File: config.mk
export PLATFORM = sky130hd
export DESIGN_NAME = uart_receiver_fifo
export DESIGN_NICKNAME = d
export VERILOG_FILES = /design/src/rtl/uart_pkg.sv /design/src/rtl/sync_fifo.sv /design/src/rtl/uart_receiver_fifo.sv
export SDC_FILE = /design/constraint.sdc
export NUM_CORES = 1
export LEC_CHECK = 0
export ABC_CLOCK_PERIOD_IN_PS = 6580
export CAP_MARGIN = 25
export CORE_MARGIN = 1
export CORE_UTILIZATION = 50
export DETAILED_ROUTE_END_ITERATION = 12
export PLACE_DENSITY = 0.67
export SETUP_SLACK_MARGIN = 0.1
export SKIP_LAST_GASP = 1
export SYNTH_ARGS = -nofsm -noshare
export SYNTH_HDL_FRONTEND = slang
export SYNTH_SLANG_ARGS = --single-unit
File: constraint.sdc
create_clock -name clk -period 6.58 [get_ports clk]
set_clock_uncertainty 0.1 [all_clocks]
set_input_delay 1.316 -clock clk [delete_from_list [all_inputs] [get_ports clk]]
set_output_delay 1.316 -clock clk [all_outputs]
set_load 0.02 [all_outputs]
File: src/rtl/uart_pkg.sv
// Shared UART definitions: receiver FSM encoding and frame/baud defaults
// common to the receive and transmit paths.
package uart_pkg;

    localparam int DATA_BITS_DEF  = 8;
    localparam int OVERSAMPLE_DEF = 16;
    localparam int BOARD_CLK_HZ   = 50_000_000;
    localparam int BAUD_RATE      = 9600;

    // Rounded to nearest: 50 MHz / (9600 * 16) = 325.5 -> 326
    localparam int BAUD_DIV_DEF =
        (BOARD_CLK_HZ + (BAUD_RATE * OVERSAMPLE_DEF) / 2) / (BAUD_RATE * OVERSAMPLE_DEF);

    typedef enum logic [2:0] {
        IDLE,
        START,
        DATA,
        STOP,
        BREAK
    } rx_state_e;

endpackage

File: src/rtl/sync_fifo.sv
// Show-ahead synchronous FIFO; count is the authoritative occupancy and a
// push that finds no room is reported on dropped instead of being stored.
module sync_fifo #(
    parameter int WIDTH = 8,
    parameter int AW    = 4
) (
    input  logic             clk,
    input  logic             reset,
    input  logic             push,
    input  logic [WIDTH-1:0] wdata,
    input  logic             pop,
    output logic [WIDTH-1:0] rdata,
    output logic             empty,
    output logic             full,
    output logic [AW:0]      count,
    output logic             dropped
);

    localparam logic [AW:0] DEPTH = (AW+1)'(2 ** AW);

    logic [WIDTH-1:0] mem [2 ** AW];
    logic [AW-1:0]    wr_ptr_q, rd_ptr_q;
    logic [AW:0]      count_q, count_d;
    logic             do_push, do_pop;

    assign empty   = (count_q == '0);
    assign full    = (count_q == DEPTH);
    assign count   = count_q;
    assign do_pop  = pop && !empty;
    // A pop in the same cycle frees the slot the push needs
    assign do_push = push && (!full || do_pop);
    assign dropped = push && !do_push;
    assign rdata   = empty ? '0 : mem[rd_ptr_q];

    always_comb begin
        count_d = count_q;
        case ({do_push, do_pop})
            2'b10:   count_d = count_q + (AW+1)'(1);
            2'b01:   count_d = count_q - (AW+1)'(1);
            default: count_d = count_q;
        endcase
    end

    always_ff @(posedge clk or posedge reset) begin
        if (reset) begin
            wr_ptr_q <= '0;
            rd_ptr_q <= '0;
            count_q  <= '0;
        end else begin
            if (do_push) wr_ptr_q <= wr_ptr_q + AW'(1);
            if (do_pop)  rd_ptr_q <= rd_ptr_q + AW'(1);
            count_q <= count_d;
        end
    end

    always_ff @(posedge clk) begin
        if (do_push) mem[wr_ptr_q] <= wdata;
    end

endmodule

File: src/rtl/uart_receiver_fifo.sv
// Buffered UART receiver: 16x oversampled start/data/stop framing feeding a
// show-ahead FIFO, with frame-error and overrun pulses.
module uart_receiver_fifo
    import uart_pkg::*;
#(
    parameter int DATA_BITS  = DATA_BITS_DEF,
    parameter int OVERSAMPLE = OVERSAMPLE_DEF,
    parameter int BAUD_DIV   = BAUD_DIV_DEF,
    parameter int FIFO_AW    = 4
) (
    input  logic                 clk,
    input  logic                 reset,
    input  logic                 rx,
    input  logic                 rd_en,
    output logic [DATA_BITS-1:0] rd_data,
    output logic                 empty,
    output logic                 full,
    output logic [FIFO_AW:0]     count,
    output logic                 frame_err,
    output logic                 overrun
);

    localparam int TW = $clog2(BAUD_DIV);
    localparam int SW = $clog2(OVERSAMPLE);
    localparam int BW = $clog2(DATA_BITS + 1);

    localparam logic [TW-1:0] TICK_LAST = TW'(BAUD_DIV - 1);
    localparam logic [SW-1:0] SC_MID    = SW'(OVERSAMPLE / 2 - 1);
    localparam logic [SW-1:0] SC_LAST   = SW'(OVERSAMPLE - 1);
    localparam logic [BW-1:0] BC_LAST   = BW'(DATA_BITS - 1);

    logic                 rx_meta_q, rxs_q;
    logic [TW-1:0]        tick_cnt_q, tick_cnt_d;
    logic                 tick;
    rx_state_e            state_q, state_d;
    logic [SW-1:0]        sc_q, sc_d;
    logic [BW-1:0]        bc_q, bc_d;
    logic [DATA_BITS-1:0] shreg_q, shreg_d;
    logic                 push, ferr_d, dropped;
    logic                 frame_err_q, overrun_q;

    always_ff @(posedge clk or posedge reset) begin
        if (reset) begin
            rx_meta_q   <= 1'b1;
            rxs_q       <= 1'b1;
            tick_cnt_q  <= '0;
            state_q     <= IDLE;
            sc_q        <= '0;
            bc_q        <= '0;
            frame_err_q <= 1'b0;
            overrun_q   <= 1'b0;
        end else begin
            rx_meta_q   <= rx;
            rxs_q       <= rx_meta_q;
            tick_cnt_q  <= tick_cnt_d;
            state_q     <= state_d;
            sc_q        <= sc_d;
            bc_q        <= bc_d;
            frame_err_q <= ferr_d;
            overrun_q   <= dropped;
        end
    end

    always_ff @(posedge clk) begin
        shreg_q <= shreg_d;
    end

    assign tick       = (tick_cnt_q == TICK_LAST);
    assign tick_cnt_d = tick ? '0 : tick_cnt_q + TW'(1);

    // All FSM activity advances only on sample ticks
    always_comb begin
        state_d = state_q;
        sc_d    = sc_q;
        bc_d    = bc_q;
        shreg_d = shreg_q;
        push    = 1'b0;
        ferr_d  = 1'b0;
        if (tick) begin
            case (state_q)
                IDLE: begin
                    if (!rxs_q) begin
                        state_d = START;
                        sc_d    = '0;
                    end
                end
                START: begin
                    if (sc_q == SC_MID) begin
                        sc_d    = '0;
                        bc_d    = '0;
                        state_d = rxs_q ? IDLE : DATA;
                    end else begin
                        sc_d = sc_q + SW'(1);
                    end
                end
                DATA: begin
                    if (sc_q == SC_LAST) begin
                        sc_d    = '0;
                        shreg_d = {rxs_q, shreg_q[DATA_BITS-1:1]};
                        if (bc_q == BC_LAST) state_d = STOP;
                        else                 bc_d    = bc_q + BW'(1);
                    end else begin
                        sc_d = sc_q + SW'(1);
                    end
                end
                STOP: begin
                    if (sc_q == SC_LAST) begin
                        sc_d = '0;
                        if (rxs_q) begin
                            push    = 1'b1;
                            state_d = IDLE;
                        end else begin
                            ferr_d  = 1'b1;
                            state_d = BREAK;
                        end
                    end else begin
                        sc_d = sc_q + SW'(1);
                    end
                end
                BREAK: begin
                    if (rxs_q) state_d = IDLE;
                end
                default: state_d = IDLE;
            endcase
        end
    end

    sync_fifo #(
        .WIDTH (DATA_BITS),
        .AW    (FIFO_AW)
    ) u_fifo (
        .clk     (clk),
        .reset   (reset),
        .push    (push),
        .wdata   (shreg_q),
        .pop     (rd_en),
        .rdata   (rd_data),
        .empty   (empty),
        .full    (full),
        .count   (count),
        .dropped (dropped)
    );

    assign frame_err = frame_err_q;
    assign overrun   = overrun_q;

endmodule

* Yosys cells after proc, flatten, opt, wreduce, memory -nomap -nowiden
Memory sizes are Yosys's and may differ from the RTL's.
Cells that the tools add are included.
** Storage, ports and cells
- Memories kept :: 1
- Bits in registers :: 45
- Logic and storage cells :: 85
- Bits of input ports :: 4
- Memory bits (writable) :: 128
- Output and inout bits :: 17
** Memory list
- u_fifo.mem :: depth 16, bits a word 8, rd ports 1, clocked after memory_dff 0, wr ports 1, RTL line sync_fifo.sv:21 : logic [WIDTH-1:0] mem [2 ** AW];
** Cells by class
- Add/sub/neg operators :: 7
- Reduce and logical (&&, ||, !) cells :: 17
- Equal/unequal tests :: 18
- Multiplexer cells :: 30
** Operator list (number)
- two-way mux 4 bit :: 6
- two-way mux 3 bit :: 7
- adder 4 x 1 -> 4 bit, second input constant :: 4
- case mux 3 bit (5 select lines) :: 1
- != test 2 bit, second input constant :: 7
- case mux 4 bit (3 select lines) :: 1
- two-way mux 1 bit :: 10
- case mux 5 bit (2 select lines) :: 1
- adder 9 x 1 -> 9 bit, second input constant :: 1
- == test 9 bit, second input constant :: 1
- two-way mux 9 bit :: 1
- == test 4 x 3 -> 1 bit, second input constant :: 2
- two-way mux 8 bit :: 1
- case mux 4 bit (2 select lines) :: 1
- AND reduction 7 bit :: 1
- == test 3 x 2 -> 1 bit, second input constant :: 2
- AND reduction 3 bit :: 2
- adder 5 x 1 -> 5 bit, second input constant :: 1
- == test 5 bit, second input constant :: 1
- logical NOT 5 bit :: 1
- AND reduction 5 bit :: 1
- subtractor 5 x 1 -> 5 bit, second input constant :: 1
- == test 4 bit, second input constant :: 1
- nonzero test 2 bit :: 2
- other kinds (11) :: 15

* Depth between registers and ports, before layout
- Depth after elaboration :: 7
- Gate-level depth with buffers :: 12

* Cells and area by module
From an unflattened synthesis, not the netlist that was laid out.
** Unflattened totals
- Cell total of the unflattened synthesis :: 430
- Area total of the unflattened synthesis :: 7314.5 um^2
** By module, submodules not included
- sync_fifo :: cells each 299, area each 5825.6 um^2, times used 1, seq. area each 4169.0 um^2
- uart_receiver_fifo :: cells each 131, area each 1488.9 um^2, times used 1, seq. area each 843.3 um^2

* Worst setup path before layout
Ideal clock, no wire load.
- Path type :: register to output
- Start :: register u_fifo.rd_ptr_q[0]
- End :: output port rd_data[0]
- Path buffers :: 2
- Stages on the path, launching flop included :: 6
- Data arrival time :: 1.897 ns
- Slack :: 3.267 ns
- Path through :: dfrtp_1 -> buf_2 -> buf_4 -> mux4_2 -> mux4_2 -> nor2b_1
** On the way
- Longest elaborated chain between the ends :: 2
** RTL lines
- from (decl) :: RTL line sync_fifo.sv:22 : logic [AW-1:0] wr_ptr_q, rd_ptr_q;
- from (signal assigned) :: RTL line sync_fifo.sv:51 : if (do_pop) rd_ptr_q <= rd_ptr_q + AW'(1);
- memory (16 x 8 bit)
- two-way mux 8 bit :: RTL line sync_fifo.sv:33 : assign rdata = empty ? '0 : mem[rd_ptr_q];
- to (decl) :: RTL line uart_receiver_fifo.sv:15 : output logic [DATA_BITS-1:0] rd_data,
No other way between the ends.

* Worst setup path in the final report
- Start :: register u_fifo.rd_ptr_q[0]
- End :: output port rd_data[2]
Same word-level chain as after synthesis.

==> summary.txt <==
Detailed routing
  • DR pass1 iterations: 6
  • Via density per instance: between 5 and 6
  • DR iter-0 viols: 345
  • Number of routed nets with antenna violations: 0
  • Wire per inst: ~21 um
  • Routed wire length: 13,400 um
  • DR vias: roughly 3,600
  • Residual DRC: 0

Pwr
  • Peak supply drop: 193 uV
  • Pwr per Cell Area: approximately 370 nW/um^2
  • Total power: slightly above 3 mW
  • Lkg Pwr: 2.87 nW

Yosys
  • Yosys top cell area share: 0.568
  • Synth Register Bits: between 150 and 200
  • Yosys warns: 0
  • Post-synthesis net count: between 400 and 500
  • Commonest cells post-synth: edfxtp_1, mux4_2, dfrtp_1, nand2_1, nor2_1
  • Mapped Area: slightly above 7000 sq um
  • Top cells by area, synth: edfxtp_1, mux4_2, dfrtp_1
  • Mapped Cells: 409
  • Post-synth EDFFs: 136
  • Synth cell types: 47
  • Syn_area_per_cell: about 18 sq um
  • Main synth FF type: edfxtp_1
  • Ys async rst share: 0.214
  • Area leader, netlist: edfxtp_1
  • Most common cell in the netlist: edfxtp_1
  • Sequential share of the synthesized area: 0.697

Worst setup path
  • Crit path cell chain: buf_4 > mux4_2 > mux4_2 > nor2b_1 > clkdlybuf4s50_1
  • RR Startpoint: tick_cnt_q[1]$_DFF_PP0_
  • CP dominant cell by count: mux4_2
  • CP top delay family: buffers and inverters
  • Crit end category: output pin
  • Crit Path Max Fanout: 21
  • Largest stage delay on the critical path: just under 0.8 ns
  • Arrival time of the worst setup path: 3.48 ns
  • Slowest CP cell: dfrtp_2
  • Startpoint Class: register
  • CP Class: reg -> out
  • Sum of buffers and inverters on the critical path: 2
  • Req. time, crit path: between 5 and 6 ns
  • CP Launch Point: u_fifo.rd_ptr_q[0]$_DFFE_PP0P_

Global route
  • Largest net degree at the start of global routing: 38
  • Met1 GRT Util: 0.268
  • Global-route wire length before repair: slightly above 20,000 um
  • Total grt overflow: 0
  • GRT met3 Usage: 0.0510
  • GR Util All Layers: 0.200
  • Vias in the first global route: 3,627
  • Initial antenna violation count: 0
  • Gr busiest metal: met2
  • GR met2 Demand/Resource: 0.317

Layout
  • Ant. Diodes: 0
  • Post-Layout Inst Area: about 8200 sq um
  • Share of post-route cells with drive strength above 1: 0.206
  • Fillers: 1,017
  • Nets@finish: 460
  • Layout area overhead: 14.1%
  • Area taken by multi-input logic gates: around 2000 sq um
  • Reg area: ~5000 sq um

Min path
  • Hold Path Class: reg -> reg
  • Hold Crit Start: rx_meta_q$_DFF_PP1_

Clocking
  • Clock latency on the worst-skew pair: 0.42 ns
  • Worst-path clk slew: 0.06 ns
  • Clock H-tree levels: 4
  • Clock sinks: between 150 and 200
  • Root buf cell: clkbuf_16
  • TritonCTS clock tree: built
  • TritonCTS buffer count: 17
  • Number of buffers inserted by post-CTS setup repair: 0
  • Bufs on Longest Clock Path: 2
  • Post_cts resized: 0
  • Cts hold-fix bufs: 0

Timing
  • Relative slew slack: 0.297
  • Tightest Pin Transition: around 1.1 ns
  • Setup WS post-layout: between 1.5 and 2 ns
  • Fmax: slightly above 200 MHz
  • RSZ-0062 raised after global routing: false
  • Final hold vios: 0
  • Slew Limit Fails: 0
  • Final cycle utilization of the critical path: 0.744
  • Final min period: approximately 5 ns
  • Setup total negative slack: 0 ns
  • Setup violations, final: 0

Placement
  • RePlAce Congestion: 0.731
  • Port Buffer Count: 20
  • Post-place setup slack: 2.07 ns
  • Hpwl dp: about 8700 um
  • Placed Area: around 7600 sq um

Floorplanning
  • Die ar.: roughly 15,000 sq um
  • Core area: approximately 14,000 sq um
  • Row count: 43
  • Die W: 122 um
  • Initial core utilization: 0.516
  • Die Height: between 100 and 150 um
  • Top Ports: 21

Outcome
  • Outcome: finished, final reports clean

Flow run
  • MaxCap Viol Count: 0
-- per-layer routing --
metal / share of wire / vias to the layer above
li1: - / 1652
met1: 0.42 / 1833
met2: 0.52 / 87
met3: 0.058 / 7
met4: 0.0066 / 0
met5: 0 / -
-- power by group --
part	switching, mW	internal, mW
clock network	0.408	0.560
logic	0.313	0.453
registers	0.0970	1.20
-- cells in the final DEF, fill, tap and decap left out, types with 6 or more instances in the layout --
cell type	netlist	layout
mux4_2	40	40
clkbuf_16	0	17
nor2_1	16	16
buf_4	3	8
clkdlybuf4s50_1	0	20
edfxtp_1	136	136
nor2b_1	12	12
nand2_1	20	20
xnor2_1	14	14
nor3_1	10	10
and2_1	10	10
dfrtp_1	35	34
ha_1	12	12
o21ai_0	9	9
nand4_1	6	6
nand3_1	10	10
inv_1	15	15
-- registers in the layout, summed over array words and instances (netlist names), 3 cells and up --
name,count
shreg_q,8
sc_q,4
u_fifo.rd_ptr_q,4
state_q,3
u_fifo.count,5
u_fifo.wr_ptr_q,4
tick_cnt_q,9
bc_q,4
u_fifo.mem,128
-- cells by family (layout without fill, tap and decap cells) --
| group | after synthesis | in the layout | share of synthesized area |
|---|---|---|---|
| compound gates | 27 | 27 | 0.0282 |
| flops | 173 | 173 | 0.697 |
| mux | 45 | 45 | 0.134 |
| buf+inv | 31 | 78 | 0.0184 |
| fa+ha+maj | 13 | 13 | 0.0237 |
| simple gates | 102 | 102 | 0.0772 |
| xor+xnor | 18 | 18 | 0.0219 |
-- path summary, 6_finish.rpt --
kind / to / slack, ns / cells past startpoint
max: rd_data[2] / 1.69 / 5
min: rxs_q$_DFF_PP1_ / 0.26 / 0
min reg2reg: rxs_q$_DFF_PP1_ / 0.26 / 0
max in group asynchronous: rx_meta_q$_DFF_PP1_ / 4.81 / 3
max reg2reg: u_fifo.mem[14][0]$_DFFE_PP_ / 3.54 / 7
min in group asynchronous: tick_cnt_q[6]$_DFF_PP0_ / 1.22 / 3
-- layout make-up --
cell class	count	area share
Clock buffer	19	0.0527
Timing Repair Buffer	31	0.0358
Sequential cell	173	0.611
Tap cell	180	0.0274
Inverter	15	0.00686
Multi-Input combinational cell	205	0.250
Clock inverter	13	0.0169
-- stage by stage --
| step | std cells | hold WS (ns) | utilization |
|---|---|---|---|
| 2_1_floorplan | 409 | 0.245 | - |
| 3_3_place_gp | 601 | 0.249 | 0.546 |
| 3_5_place_dp | 604 | 0.248 | 0.548 |
| 4_1_cts | 636 | 0.257 | 0.589 |
| 5_1_grt | 636 | 0.264 | 0.589 |
| 6_report | 636 | 0.256 | 0.589 |
Power figures use the tool's default switching activity.
